==> src/rtl/rf_write_arbiter.sv <==
// Round-robin arbiter sharing the RF write port between two writeback sources, plus a RAW pending-write scoreboard.
// Accepted write appears on rf_we/waddr/wdata one cycle later; no internal buffering, a loser simply sees ready low.
module rf_write_arbiter #(
    parameter int XLEN = 32,
    parameter int AW   = 5
) (
    input  logic                 clk_i,
    input  logic                 rst_i,
    input  logic                 wb0_valid_i,
    input  logic [AW-1:0]        wb0_addr_i,
    input  logic [XLEN-1:0]      wb0_data_i,
    output logic                 wb0_ready_o,
    input  logic                 wb1_valid_i,
    input  logic [AW-1:0]        wb1_addr_i,
    input  logic [XLEN-1:0]      wb1_data_i,
    output logic                 wb1_ready_o,
    input  logic                 reserve_i,
    input  logic [AW-1:0]        reserve_addr_i,
    input  logic [AW-1:0]        chk_addr1_i,
    input  logic [AW-1:0]        chk_addr2_i,
    output logic                 hazard_o,
    output logic [(1<<AW)-1:0]   pending_o,
    output logic                 rf_we_o,
    output logic [AW-1:0]        rf_waddr_o,
    output logic [XLEN-1:0]      rf_wdata_o
);

    localparam int NREG = 1 << AW;

    // ptr_q = 0 favours req0 on a conflict, 1 favours req1
    logic            ptr_q;
    logic            conflict;
    logic            gnt0;
    logic            gnt1;
    logic            acc;
    logic [AW-1:0]   acc_addr;
    logic [XLEN-1:0] acc_data;
    logic [NREG-1:0] pend_q;
    logic [NREG-1:0] pend_d;

    always_comb begin
        gnt0     = 1'b0;
        gnt1     = 1'b0;
        conflict = wb0_valid_i & wb1_valid_i;
        if (!rst_i) begin
            if (conflict) begin
                gnt0 = ~ptr_q;
                gnt1 = ptr_q;
            end else begin
                gnt0 = wb0_valid_i;
                gnt1 = wb1_valid_i;
            end
        end
    end

    assign wb0_ready_o = gnt0;
    assign wb1_ready_o = gnt1;
    assign acc         = gnt0 | gnt1;
    assign acc_addr    = gnt1 ? wb1_addr_i : wb0_addr_i;
    assign acc_data    = gnt1 ? wb1_data_i : wb0_data_i;

    always_ff @(posedge clk_i) begin
        if (rst_i) begin
            ptr_q      <= 1'b0;
            rf_we_o    <= 1'b0;
            rf_waddr_o <= '0;
            rf_wdata_o <= '0;
        end else begin
            // granted side is always ptr_q on a conflict, so flipping hands priority to the loser
            if (conflict) begin
                ptr_q <= ~ptr_q;
            end
            rf_we_o <= acc & (acc_addr != '0);
            if (acc) begin
                rf_waddr_o <= acc_addr;
                rf_wdata_o <= acc_data;
            end
        end
    end

    // Reserve is applied after the clear so a same-edge re-reservation by a newer producer survives
    always_comb begin
        pend_d = pend_q;
        if (rf_we_o) begin
            pend_d[rf_waddr_o] = 1'b0;
        end
        if (reserve_i) begin
            pend_d[reserve_addr_i] = 1'b1;
        end
        pend_d[0] = 1'b0;
    end

    always_ff @(posedge clk_i) begin
        if (rst_i) begin
            pend_q <= '0;
        end else begin
            pend_q <= pend_d;
        end
    end

    assign pending_o = pend_q;
    assign hazard_o  = ((chk_addr1_i != '0) & pend_q[chk_addr1_i]) |
                       ((chk_addr2_i != '0) & pend_q[chk_addr2_i]);

endmodule
==> config.mk <==
export PLATFORM = sky130hd
export DESIGN_NAME = rf_write_arbiter
export DESIGN_NICKNAME = d
export VERILOG_FILES = /design/src/rtl/rf_write_arbiter.sv
export SDC_FILE = /design/constraint.sdc
export NUM_CORES = 1
export LEC_CHECK = 0
export BUFFER_PORTS_ARGS = -buffer_cell sky130_fd_sc_hd__buf_2
export CORE_ASPECT_RATIO = 1.75
export CORE_UTILIZATION = 50
export CTS_CLUSTER_DIAMETER = 50
export CTS_CLUSTER_SIZE = 28
export DETAILED_ROUTE_END_ITERATION = 12
export PLACE_DENSITY = 0.9
export SETUP_SLACK_MARGIN = 0.3
export SYNTH_ARGS = -nofsm -noshare
export SYNTH_HDL_FRONTEND = slang
export SYNTH_SLANG_ARGS = --single-unit
==> constraint.sdc <==
create_clock -name clk_i -period 3.9 [get_ports clk_i]
set_input_delay 0.39 -clock clk_i [delete_from_list [all_inputs] [get_ports clk_i]]
set_output_delay 0.39 -clock clk_i [all_outputs]
set_load 0.01 [all_outputs]
==> results of run 1 <==
-- metrics by stage --
stage          std cells  hold slack, ns  power [mW]  utilization
2_1_floorplan        388          0.4805      0.9211            -
3_5_place_dp         608          0.4437       1.042       0.6462
5_1_grt              624          0.3300       1.858       0.6892
6_report             624          0.3111       1.787       0.6892
3_3_place_gp         608          0.4393       1.032       0.6462
4_1_cts              624          0.2923       1.795       0.6892
-- cells in the mapped netlist, drive strengths merged (3+ instances only) --
library cell / n
nand2: 70
mux4: 14
o21ai: 33
and3b: 3
a21oi: 63
buf: 7
or3b: 4
a211oi: 7
nor2: 10
a22oi: 32
dfxtp: 70
mux2i: 10
nand3b: 8
nor3b: 5
o22ai: 3
clkbuf: 22
-- worst max-delay path by stage --
stage,to,slack [ns]
after detailed placement,wb1_ready_o,1.34
after global routing,wb1_ready_o,0.86
after CTS,wb1_ready_o,1.08
final,wb1_ready_o,1.09
after global placement,wb0_ready_o,1.41
after floorplan,hazard_o,1.86
-- kinds of logic after synthesis --
group / count (synthesis) / share of synthesized area
muxes: 25 / 0.1283
other: 1 / 0.001108
xor gates and xnor gates: 1 / 0.002588
AOI/OAI and AO/OA: 144 / 0.2484
and+or+nand+nor: 115 / 0.1671
DFF: 70 / 0.4140
buffers and inverters: 32 / 0.03845
-- flip-flops by register name, summed over array words and instances, names as in the netlist --
register / flops
rf_waddr_o: 5
rf_wdata_o: 32
pending_o: 31
ptr_q: 1
rf_we_o: 1
-- metal layers --
layer | GRT usage | wire length [um] | up-vias
li1 | - | - | 1726
met1 | 0.2834 | 3600 | 1682
met2 | 0.5376 | 5581 | 219
met3 | 0.07305 | 706 | 26
met4 | 0.1881 | 362 | 0
met5 | 0 | 0 | -
-- worst max-delay path: cells and delay by family, from the launching register on --
| kind | cells | cell delay [ns] |
|---|---|---|
| flops | 1 | 0.35 |
| simple gates | 2 | 0.47 |
| buf+inv | 2 | 1.27 |
-- area by class of cell --
cell class              count  share of cell area
inverters                   3            0.002499
repair buffers            167              0.1866
multi-input cells         286              0.4148
clock buffers              16             0.06247
well taps                  82             0.02277
flip-flops and latches     70              0.3109
-- power groups by stage --
stage | registers (mW) | logic (mW) | clock network [mW]
after floorplan | 0.796 | 0.126 | 0
after global placement | 0.789 | 0.243 | 0
after detailed placement | 0.790 | 0.252 | 0
after CTS | 0.776 | 0.252 | 0.768
after global routing | 0.781 | 0.274 | 0.803
final | 0.777 | 0.254 | 0.756
==> summary.md, run 1 <==
| Metric | Value |
|---|---|
| Number of max-cap violations | 0 |
| First-pass GRT wire length | 16170 um |
| Die W | 64.20 um |
| Clock latency on the worst-skew pair | 0.33 ns |
| Routed len/inst | 16.43 um |
| Longest Clk Path Bufs | 2 |
| # setup viols final | 0 |
| Synth area leader | dfxtp_1 |
| Dominant cells by area after synthesis | dfxtp_1 41%, a21oi_1 9.3%, mux4_2 8.0%, nand2_1 7.8%, a22oi_1 7.1% |
| Vias | 3653 |
| Comb pwr share | 0.142 |
| Register area | 1401 sq um |
| Die Span Y | 110.8 um |
| Reg-to-reg endpoint | rf_wdata_o[13]$_SDFFE_PP0P_ |
| CTS Buf Count | 9 |
| Syn Inst Count | 388 |
| Crit share post-route | 0.7209 |
| Fmax | 355.7 MHz |
| Leak | 1.975 nW |
| RSZ-0062 raised after global routing | no |
| VDD IR max | 0.0003165 V |
| GR Overflow Total | 0 |
| Dpl ws | 1.344 ns |
| Yosys cell types | 39 |
| Max-slew violation count | 0 |
| # diodes | 0 |
| Hold EP | rf_we_o$_SDFF_PP0_ |
| CP Capture Type | primary output |
| EDFF count, synth | 0 |
| Nets | 631 |
| Starting Density | 0.5176 |
| Slew at the pin with the worst max-slew slack | 1.244 ns |
| Area growth from synthesis to layout | 33.16% |
| DRC | 0 |
| Initial antenna violation count | 0 |
| CP cell instances | nand2b_1 > nand3b_1 > clkinv_1 > buf_2 |
| PwrDens | 396.4 nW/um^2 |
| Share of cells above drive strength 1 | 0.3690 |
| Yosys warns | 0 |
| Die area | 7115 sq um |
| # clock sinks | 70 |
| Commonest non-fill, non-tap cell in the layout | buf_2 |
| FFs w/ async S/R, synth | 0 |
| Setup Fix Bufs, Post-CTS | 0 |
| Core Region | 6539 sq um |
| Worst Hold Class | in2reg |
| CTS resizes | 0 |
| HPWL Detailed | 7646 um |
| Hold Crit Depth | 3 |
| Critical path peak fanout | 34 |
| Final worst slack | 1.089 ns |
| Register area share after synthesis | 0.4140 |
| Mean Syn Cell Area | 8.723 sq um |
| Post-Route WL | 10250 um |
| Final instance area | 4507 sq um |
| Slew Limit Headroom | 0.1679 |
| Min Tclk post-route | 2.811 ns |
| Placed instance area | 4225 sq um |
| Sequential power share | 0.435 |
| H-tree depth | 3 |
| Worst Path Required | 3.51 ns |
| Setup crit start kind | flip-flop |
| P_int | 1.344 mW |
| Gr usage total | 0.2947 |
| Hold_sp | wb1_addr_i[2] |
| Most frequent cells in the layout | 165 x buf_2, 70 x nand2_1, 70 x dfxtp_1, 63 x a21oi_1, 33 x o21ai_0 |
| Row Count | 39 |
| Area of the mapped netlist | 3384 sq um |
| Worst path arrival time | 2.42 ns |
| Clock Tree Root | clkbuf_16 |
| Top FF cell, synth | dfxtp_1 |
| TNS Setup | 0 ns |
| Clk pwr share | 0.423 |
| Largest net degree at the start of global routing | 72 |
| Routability cong. | 0.8886 |
| Synth Register Bits | 70 |
| Kind of critical path | reg2out |
| Antenna-violating nets left | 0 |
| Boundary pin count | 167 |
| Top cell type's share of synthesized area | 0.4140 |
| Psw | 0.4429 mW |
| CTS tree | yes |
| Status | finished, final reports clean |
| Number of global-route vias before repair | 3517 |
| PortBufs | 165 |
| Hold buffer count at CTS | 0 |
| DRT iter0 DRCs | 219 |
| Fill cells | 527 |
| Via density | 5.854 |
| Reg2reg start | ptr_q$_SDFFE_PP0N_ |
| Crit. Startpoint | ptr_q$_SDFFE_PP0N_ |
| Max Clock Skew | 0.006760 ns |
| Final hold viol count | 0 |
| Net Count, Synth | 482 |
| Critical-path top delay cell | clkinv_1 |
| R2r setup slk | 1.49 ns |
| Slowest Stage Delay on Critical Path | 0.85 ns |
| Sw Ratio | 0.2479 |
| Multi-input logic area | 1869 sq um |
| Clk slew on worst S/H paths | 0.05 ns |
| Worst R2R Path Depth | 5 |
| Detailed Routing Iterations Pass 1 | 5 |
No activity file was read; power rests on OpenSTA's default activity.
==> run 2: changes to the inputs <==
--- a/config.mk
+++ b/config.mk
@@ -5,13 +5,14 @@
 export SDC_FILE = /design/constraint.sdc
 export NUM_CORES = 1
 export LEC_CHECK = 0
+export ABC_AREA = 1
 export BUFFER_PORTS_ARGS = -buffer_cell sky130_fd_sc_hd__buf_2
 export CORE_ASPECT_RATIO = 1.75
-export CORE_UTILIZATION = 50
+export CORE_UTILIZATION = 47
 export CTS_CLUSTER_DIAMETER = 50
 export CTS_CLUSTER_SIZE = 28
 export DETAILED_ROUTE_END_ITERATION = 12
-export PLACE_DENSITY = 0.9
+export PLACE_DENSITY = 0.84
 export SETUP_SLACK_MARGIN = 0.3
 export SYNTH_ARGS = -nofsm -noshare
 export SYNTH_HDL_FRONTEND = slang
==> constraint.sdc (replaced) <==
create_clock -name clk_i -period 2.89 [get_ports clk_i]
set_input_delay 0.289 -clock clk_i [delete_from_list [all_inputs] [get_ports clk_i]]
set_output_delay 0.289 -clock clk_i [all_outputs]
set_load 0.01 [all_outputs]
==> run 2 against run 1 <==
  * Cell area grew 4.8%
  * Area after synthesis grew 7.1%
  * Largest power group unchanged
  * Sequential share of layout area shrank 1.4 points
  * Global-route usage grew 1.4 points
  * Critical path type unchanged
==> summary.md, run 2 <==
| Metric | Value |
|---|---|
| Clock latency on the worst-skew pair | 0.33 ns |
| Setup crit start kind | flip-flop |
| Final hold slack | 0.1945 ns |
| EDFF count, synth | 0 |
| Antenna-violating nets left | 0 |
| HPWL Detailed | 8929 um |
| Starting Density | 0.4824 |
| Number of max-cap violations | 0 |
| Initial antenna violation count | 1 |
| Number of global-route vias before repair | 4204 |
| Largest family of logic cells by synthesized area | simple AND/OR/NAND/NOR gates |
| Fmax | 508.0 MHz |
| Leak | 2.326 nW |
| RSZ-0062 raised after global routing | no |
| # clock sinks | 70 |
| Die Span Y | 118.2 um |
| Largest Register | rf_wdata_o |
| Compound-Gate Fraction of Synth Area | 0.1671 |
| Slew Limit Headroom | 0.3779 |
| Kind of critical path | reg2out |
| TNS Setup | 0 ns |
| Most frequent cells in the layout | 238 x nand2_1, 165 x buf_2, 70 x dfxtp_1, 49 x inv_1, 48 x nand3_1 |
| # setup viols final | 0 |
| Row Count | 42 |
| Largest delay contributor family on the critical path | buffers and inverters |
| Multiplexer share of the synthesized area | 0 |
| Worst path arrival time | 1.68 ns |
| Top cell type's share of synthesized area | 0.3866 |
| Dominant cells by area after synthesis | dfxtp_1 39%, nand2_1 25%, nand3_1 6.6%, a31oi_1 6.6%, o21ai_0 5.1% |
| PortBufs | 165 |
| Boundary pin count | 167 |
| Nets | 823 |
| Worst Hold Class | in2reg |
| Post-Synth Adder-Cell Area | 0 |
| Routed len/inst | 14.14 um |
| Register area share after synthesis | 0.3866 |
| Via density | 5.375 |
| Non-Filler Instances | 822 |
| Longest Clk Path Bufs | 2 |
| Final worst slack | 0.9217 ns |
| Max-slew violation count | 0 |
| Final hold viol count | 0 |
| Top FF cell, synth | dfxtp_1 |
| Crit share post-route | 0.6811 |
| Routability cong. | 0.9771 |
| Syn Inst Count | 573 |
| Final instance area | 4723 sq um |
| Post-layout util | 0.6285 |
| DRT iter0 DRCs | 366 |
| Slowest Stage Delay on Critical Path | 0.47 ns |
| Net Count, Synth | 667 |
| Hold buffer count at CTS | 0 |
| Synth cell count leaders | 238 x nand2_1, 70 x dfxtp_1, 49 x inv_1 |
| Area growth from synthesis to layout | 30.31% |
| Simple-gate area share of the yosys netlist | 0.3500 |
| CTS resizes | 0 |
| Min Tclk post-route | 1.968 ns |
| XOR/XNOR Fraction of Synth Area | 0 |
| Max Clock Skew | 0.005598 ns |
| Placed instance area | 4452 sq um |
| Vias | 4418 |
| DRC | 0 |
| Clk slew on worst S/H paths | 0.05 ns |
| Worst Path Required | 2.60 ns |
| Post-Route WL | 11620 um |
| Count leader, synth | nand2_1 |
| Gr usage total | 0.3084 |
| H-tree depth | 3 |
| Yosys warns | 0 |
| Area of the mapped netlist | 3625 sq um |
| VDD IR max | 0.0004107 V |
| Largest net degree at the start of global routing | 63 |
| Detailed Routing Iterations Pass 1 | 7 |
| Synth area leader | dfxtp_1 |
| Share of cells above drive strength 1 | 0.2606 |
| Commonest non-fill, non-tap cell in the layout | nand2_1 |
| CTS tree | yes |
| GR Overflow Total | 0 |
| Largest register FFs | 32 |
| Die area | 8081 sq um |
| PwrDens | 515.2 nW/um^2 |
| Slew at the pin with the worst max-slew slack | 0.9260 ns |
| Placed Cells | 806 |
| Clock Tree Root | clkbuf_16 |
| First-pass GRT wire length | 18800 um |
| CP Capture Type | primary output |
| Setup Fix Bufs, Post-CTS | 0 |
| Die W | 68.39 um |
| CP cell instances | nand3b_1 > nand2_2 > inv_2 > buf_2 |
| Core Region | 7515 sq um |
| Power Total | 2.433 mW |
| Synth Register Bits | 70 |
| Yosys cell types | 22 |
| Mean Syn Cell Area | 6.326 sq um |
| Worst Path Buf+Inv | 2 |
| Critical-path top delay cell | inv_2 |
| Dpl ws | 1.008 ns |
| FFs w/ async S/R, synth | 0 |
| Status | finished, final reports clean |
| Critical path peak fanout | 38 |
| CTS Buf Count | 9 |
[run 2: changes by cell type in the layout (fill, tap and decap cells not counted), sizes merged, moves of 14 or more]
cell,change
a21oi,-28
a22oi,-32
a31oi,+37
inv,+51
mux4,-14
nand2,+169
nand3,+46
[run 2: kinds of logic after synthesis]
family                 after synthesis
AO/OA/AOI/OAI                      111
AND/OR/NAND/NOR                    313
other                                1
buffers and inverters               78
flip-flops                          70
[run 2: cell type report]
class	count	area [sq um]
clock buffer	14	264.0
sequential	70	1401
tap	88	110.1
clock inverter	1	5.005
timing repair buffer	170	863.3
inverter	53	198.9
multi-input combinational	425	1878
fill	696	2791
antenna	1	2.502
[run 2: path summary, 6_finish.rpt]
path / start / endpoint / slack (ns) / depth (start not counted)
setup reg to reg: ptr_q$_SDFFE_PP0N_ / rf_wdata_o[25]$_SDFFE_PP0P_ / 1.15 / 6
hold reg to reg: rf_wdata_o[14]$_SDFFE_PP0P_ / rf_wdata_o[14]$_SDFFE_PP0P_ / 0.47 / 2
hold / removal: rst_i / ptr_q$_SDFFE_PP0N_ / 0.19 / 2
setup / recovery: ptr_q$_SDFFE_PP0N_ / wb1_ready_o / 0.92 / 4
[run 2: where the power goes]
| group | switching [mW] | total [mW] | internal (mW) |
|---|---|---|---|
| Clock | 0.374 | 0.995 | 0.622 |
| Combinational | 0.242 | 0.392 | 0.150 |
| Sequential | 0.0334 | 1.05 | 1.01 |
| Total | 0.649 | 2.43 | 1.78 |
[run 2: worst reg2reg max path: cells and delay by family, from the launching register on]
family / cells / cell delay (ns)
buffers and inverters: 1 / 0.49
and+or+nand+nor: 4 / 0.69
DFF: 1 / 0.32
AOI/OAI and AO/OA: 1 / 0.16
[run 2: metal layers]
metal,up-vias,global-route usage,wire (um)
met2,268,0.5055,5976
met5,-,0,0
met1,1930,0.3368,4171
met4,0,0.1953,565
li1,2175,-,-
met3,45,0.07722,909
==> run 3: changes to the inputs <==
==> constraint.sdc (replaced) <==
create_clock -name clk_i -period 1.9 [get_ports clk_i]
set_input_delay 0.19 -clock clk_i [delete_from_list [all_inputs] [get_ports clk_i]]
set_output_delay 0.19 -clock clk_i [all_outputs]
set_load 0.01 [all_outputs]
==> run 3 against run 2 <==
  * Register-to-register slack worse by 0.82 ns
  * Die area stayed put
  * Global-route usage is 0.48 points higher
  * Wire length is 4.0% higher
  * Clock skew hardly changed
  * Non-clock buffer count is 15 higher
  * First-iteration DRC count is 2.5% lower
  * Sequential share of layout area is 0.81 points lower
  * Clock power is 53% higher
==> summary.md, run 3 (same netlist as run 2, synthesis figures left out) <==
| Metric | Value |
|---|---|
| Commonest non-fill, non-tap cell in the layout | nand2_1 |
| Die area | 8081 sq um |
| Setup crit start kind | flip-flop |
| Largest Register | rf_wdata_o |
| DRT iter0 DRCs | 357 |
| H-tree depth | 3 |
| CP cell instances | inv_1 > nand2_1 > nand3_1 > nand3_1 > nand3_1 > nand2_1 > nand2_1 > nand2_1 > inv_1 > nand2_1 > buf_2 |
| Slew Limit Headroom | 0.5764 |
| Hold Crit Depth | 2 |
| Post-layout util | 0.6567 |
| R2r setup slk | 0.33 ns |
| Routability cong. | 0.9308 |
| GR Overflow Total | 0 |
| Worst Path Required | 1.71 ns |
| Critical path peak fanout | 3 |
| Kind of critical path | reg2out |
| Max Clock Skew | 0.005621 ns |
| Slowest Stage Delay on Critical Path | 0.37 ns |
| Initial antenna violation count | 1 |
| HPWL Detailed | 8952 um |
| Final hold viol count | 0 |
| Via density | 5.497 |
| Clock latency on the worst-skew pair | 0.32 ns |
| Area growth from synthesis to layout | 36.14% |
| Worst R2R Path Depth | 7 |
| Multi-input logic area | 1911 sq um |
| CP most frequent cell | nand2_1 |
| Antenna-violating nets left | 0 |
| Clk slew on worst S/H paths | 0.05 ns |
| Worst Hold Class | in2reg |
| Longest Clk Path Bufs | 2 |
| Post-Route WL | 12080 um |
| Most frequent cells in the layout | 233 x nand2_1, 165 x buf_2, 52 x dfxtp_1, 46 x nand3_1, 44 x inv_1 |
| Hold_sp | rst_i |
| Max-slew violation count | 0 |
| CTS tree | yes |
| Share of cells above drive strength 1 | 0.3168 |
| # clock sinks | 70 |
| Row Count | 42 |
| Clock Tree Root | clkbuf_16 |
| Largest net degree at the start of global routing | 64 |
| Die W | 68.39 um |
| Die Span Y | 118.2 um |
| Vias | 4601 |
| Register area | 1424 sq um |
| Min Tclk post-route | 1.717 ns |
| Final instance area | 4935 sq um |
| Reg2reg start | ptr_q$_SDFFE_PP0N_ |
| Crit share post-route | 0.9035 |
| Worst path arrival time | 1.53 ns |
| Number of max-cap violations | 0 |
| Status | finished, final reports clean |
| Largest register FFs | 32 |
| Fill cells | 661 |
| Nets | 838 |
| TNS Setup | 0 ns |
| Fmax | 582.5 MHz |
| Boundary pin count | 167 |
| PortBufs | 165 |
| Number of global-route vias before repair | 4247 |
| Routed len/inst | 14.44 um |
| Core Region | 7515 sq um |
| Hold EP | ptr_q$_SDFFE_PP0N_ |
| DRC | 0 |
| CP Capture Type | primary output |
| Leak | 2.428 nW |
| PwrDens | 759.4 nW/um^2 |
| # setup viols final | 0 |
| Slew at the pin with the worst max-slew slack | 0.6320 ns |
| First-pass GRT wire length | 19340 um |
| CTS Buf Count | 9 |
| RSZ-0062 raised after global routing | yes |
| Reg-to-reg endpoint | rf_we_o$_SDFF_PP0_ |
| Starting Density | 0.4824 |
| Critical-path top delay cell | dfxtp_1 |
| Gr usage total | 0.3131 |
| Placed instance area | 4487 sq um |
| Detailed Routing Iterations Pass 1 | 6 |
| VDD IR max | 0.0005716 V |
run 3: cell count changes in the layout (fill, tap and decap cells not counted), sizes merged:
| cell | before | now |
|---|---|---|
| buf | 170 | 185 |
| clkinv | 1 | 2 |
| inv | 53 | 52 |
run 3: repair_timing:
action / 4_1_cts / 5_1_grt
endpoints found under the setup margin: 35 / 35
hold endpoints to repair: 0 / 0
resized for setup: 29 / 15
hold buffers: 0 / 0
pin swaps: 11 / 3
buffers inserted: 5 / 7
run 3: how the worst max path moves through the flow:
stage / to / cells past startpoint / startpoint / slack (ns)
after floorplan: hazard_o / 13 / chk_addr1_i[0] / 0.65
after global placement: rf_wdata_o[15]$_SDFFE_PP0P_ / 6 / ptr_q$_SDFFE_PP0N_ / 0.32
after detailed placement: rf_wdata_o[28]$_SDFFE_PP0P_ / 6 / ptr_q$_SDFFE_PP0N_ / 0.13
after CTS: hazard_o / 10 / pending_o[9]$_SDFF_PP0_ / 0.26
after global routing: hazard_o / 13 / pending_o[6]$_SDFF_PP0_ / 0.06
final: hazard_o / 11 / pending_o[29]$_SDFF_PP0_ / 0.18
run 3: routing by layer:
layer,GRT usage,part of all wire,vias to the layer above,routed length (um)
li1,-,-,2208,-
met5,0,0,-,0
met3,0.06660,0.080,62,972
met2,0.5313,0.50,285,6073
met4,0.1706,0.053,0,643
met1,0.3445,0.36,2046,4394
run 3: final cells by class:
| class | instances | share of cell area |
|---|---|---|
| antenna | 1 | 0.0005071 |
| clock buffer | 14 | 0.05350 |
| clock inverter | 1 | 0.001014 |
| inverter | 53 | 0.04437 |
| multi-input combinational | 425 | 0.3872 |
| sequential | 70 | 0.2885 |
| tap | 88 | 0.02231 |
| timing repair buffer | 185 | 0.2026 |
run 3: critical path, delay by kind of cell, from the launching register on:
kind                   cells  cell delay [ns]
buffers and inverters      3             0.23
DFF                        1             0.37
and+or+nand+nor            8             0.61
run 3: power breakdown:
| group | switching [mW] | internal [mW] | leakage [nW] | total, mW |
|---|---|---|---|---|
| Sequential | 0.0534 | 1.54 | 0.581 | 1.59 |
| Clock | 0.572 | 0.946 | 0.133 | 1.52 |
| Combinational | 0.384 | 0.252 | 1.71 | 0.636 |
| Total | 1.01 | 2.74 | 2.43 | 3.75 |
run 3: through the flow:
step	std cells	hold WS [ns]	setup WS (ns)	power, mW
floorplan	573	0.3562	0.6488	1.960
global placement	809	0.4028	0.3155	2.203
detailed placement	809	0.4179	0.1344	2.220
CTS	829	0.07949	0.2638	3.719
global route	836	0.09472	0.06487	3.890
finish	837	0.08432	0.1833	3.748
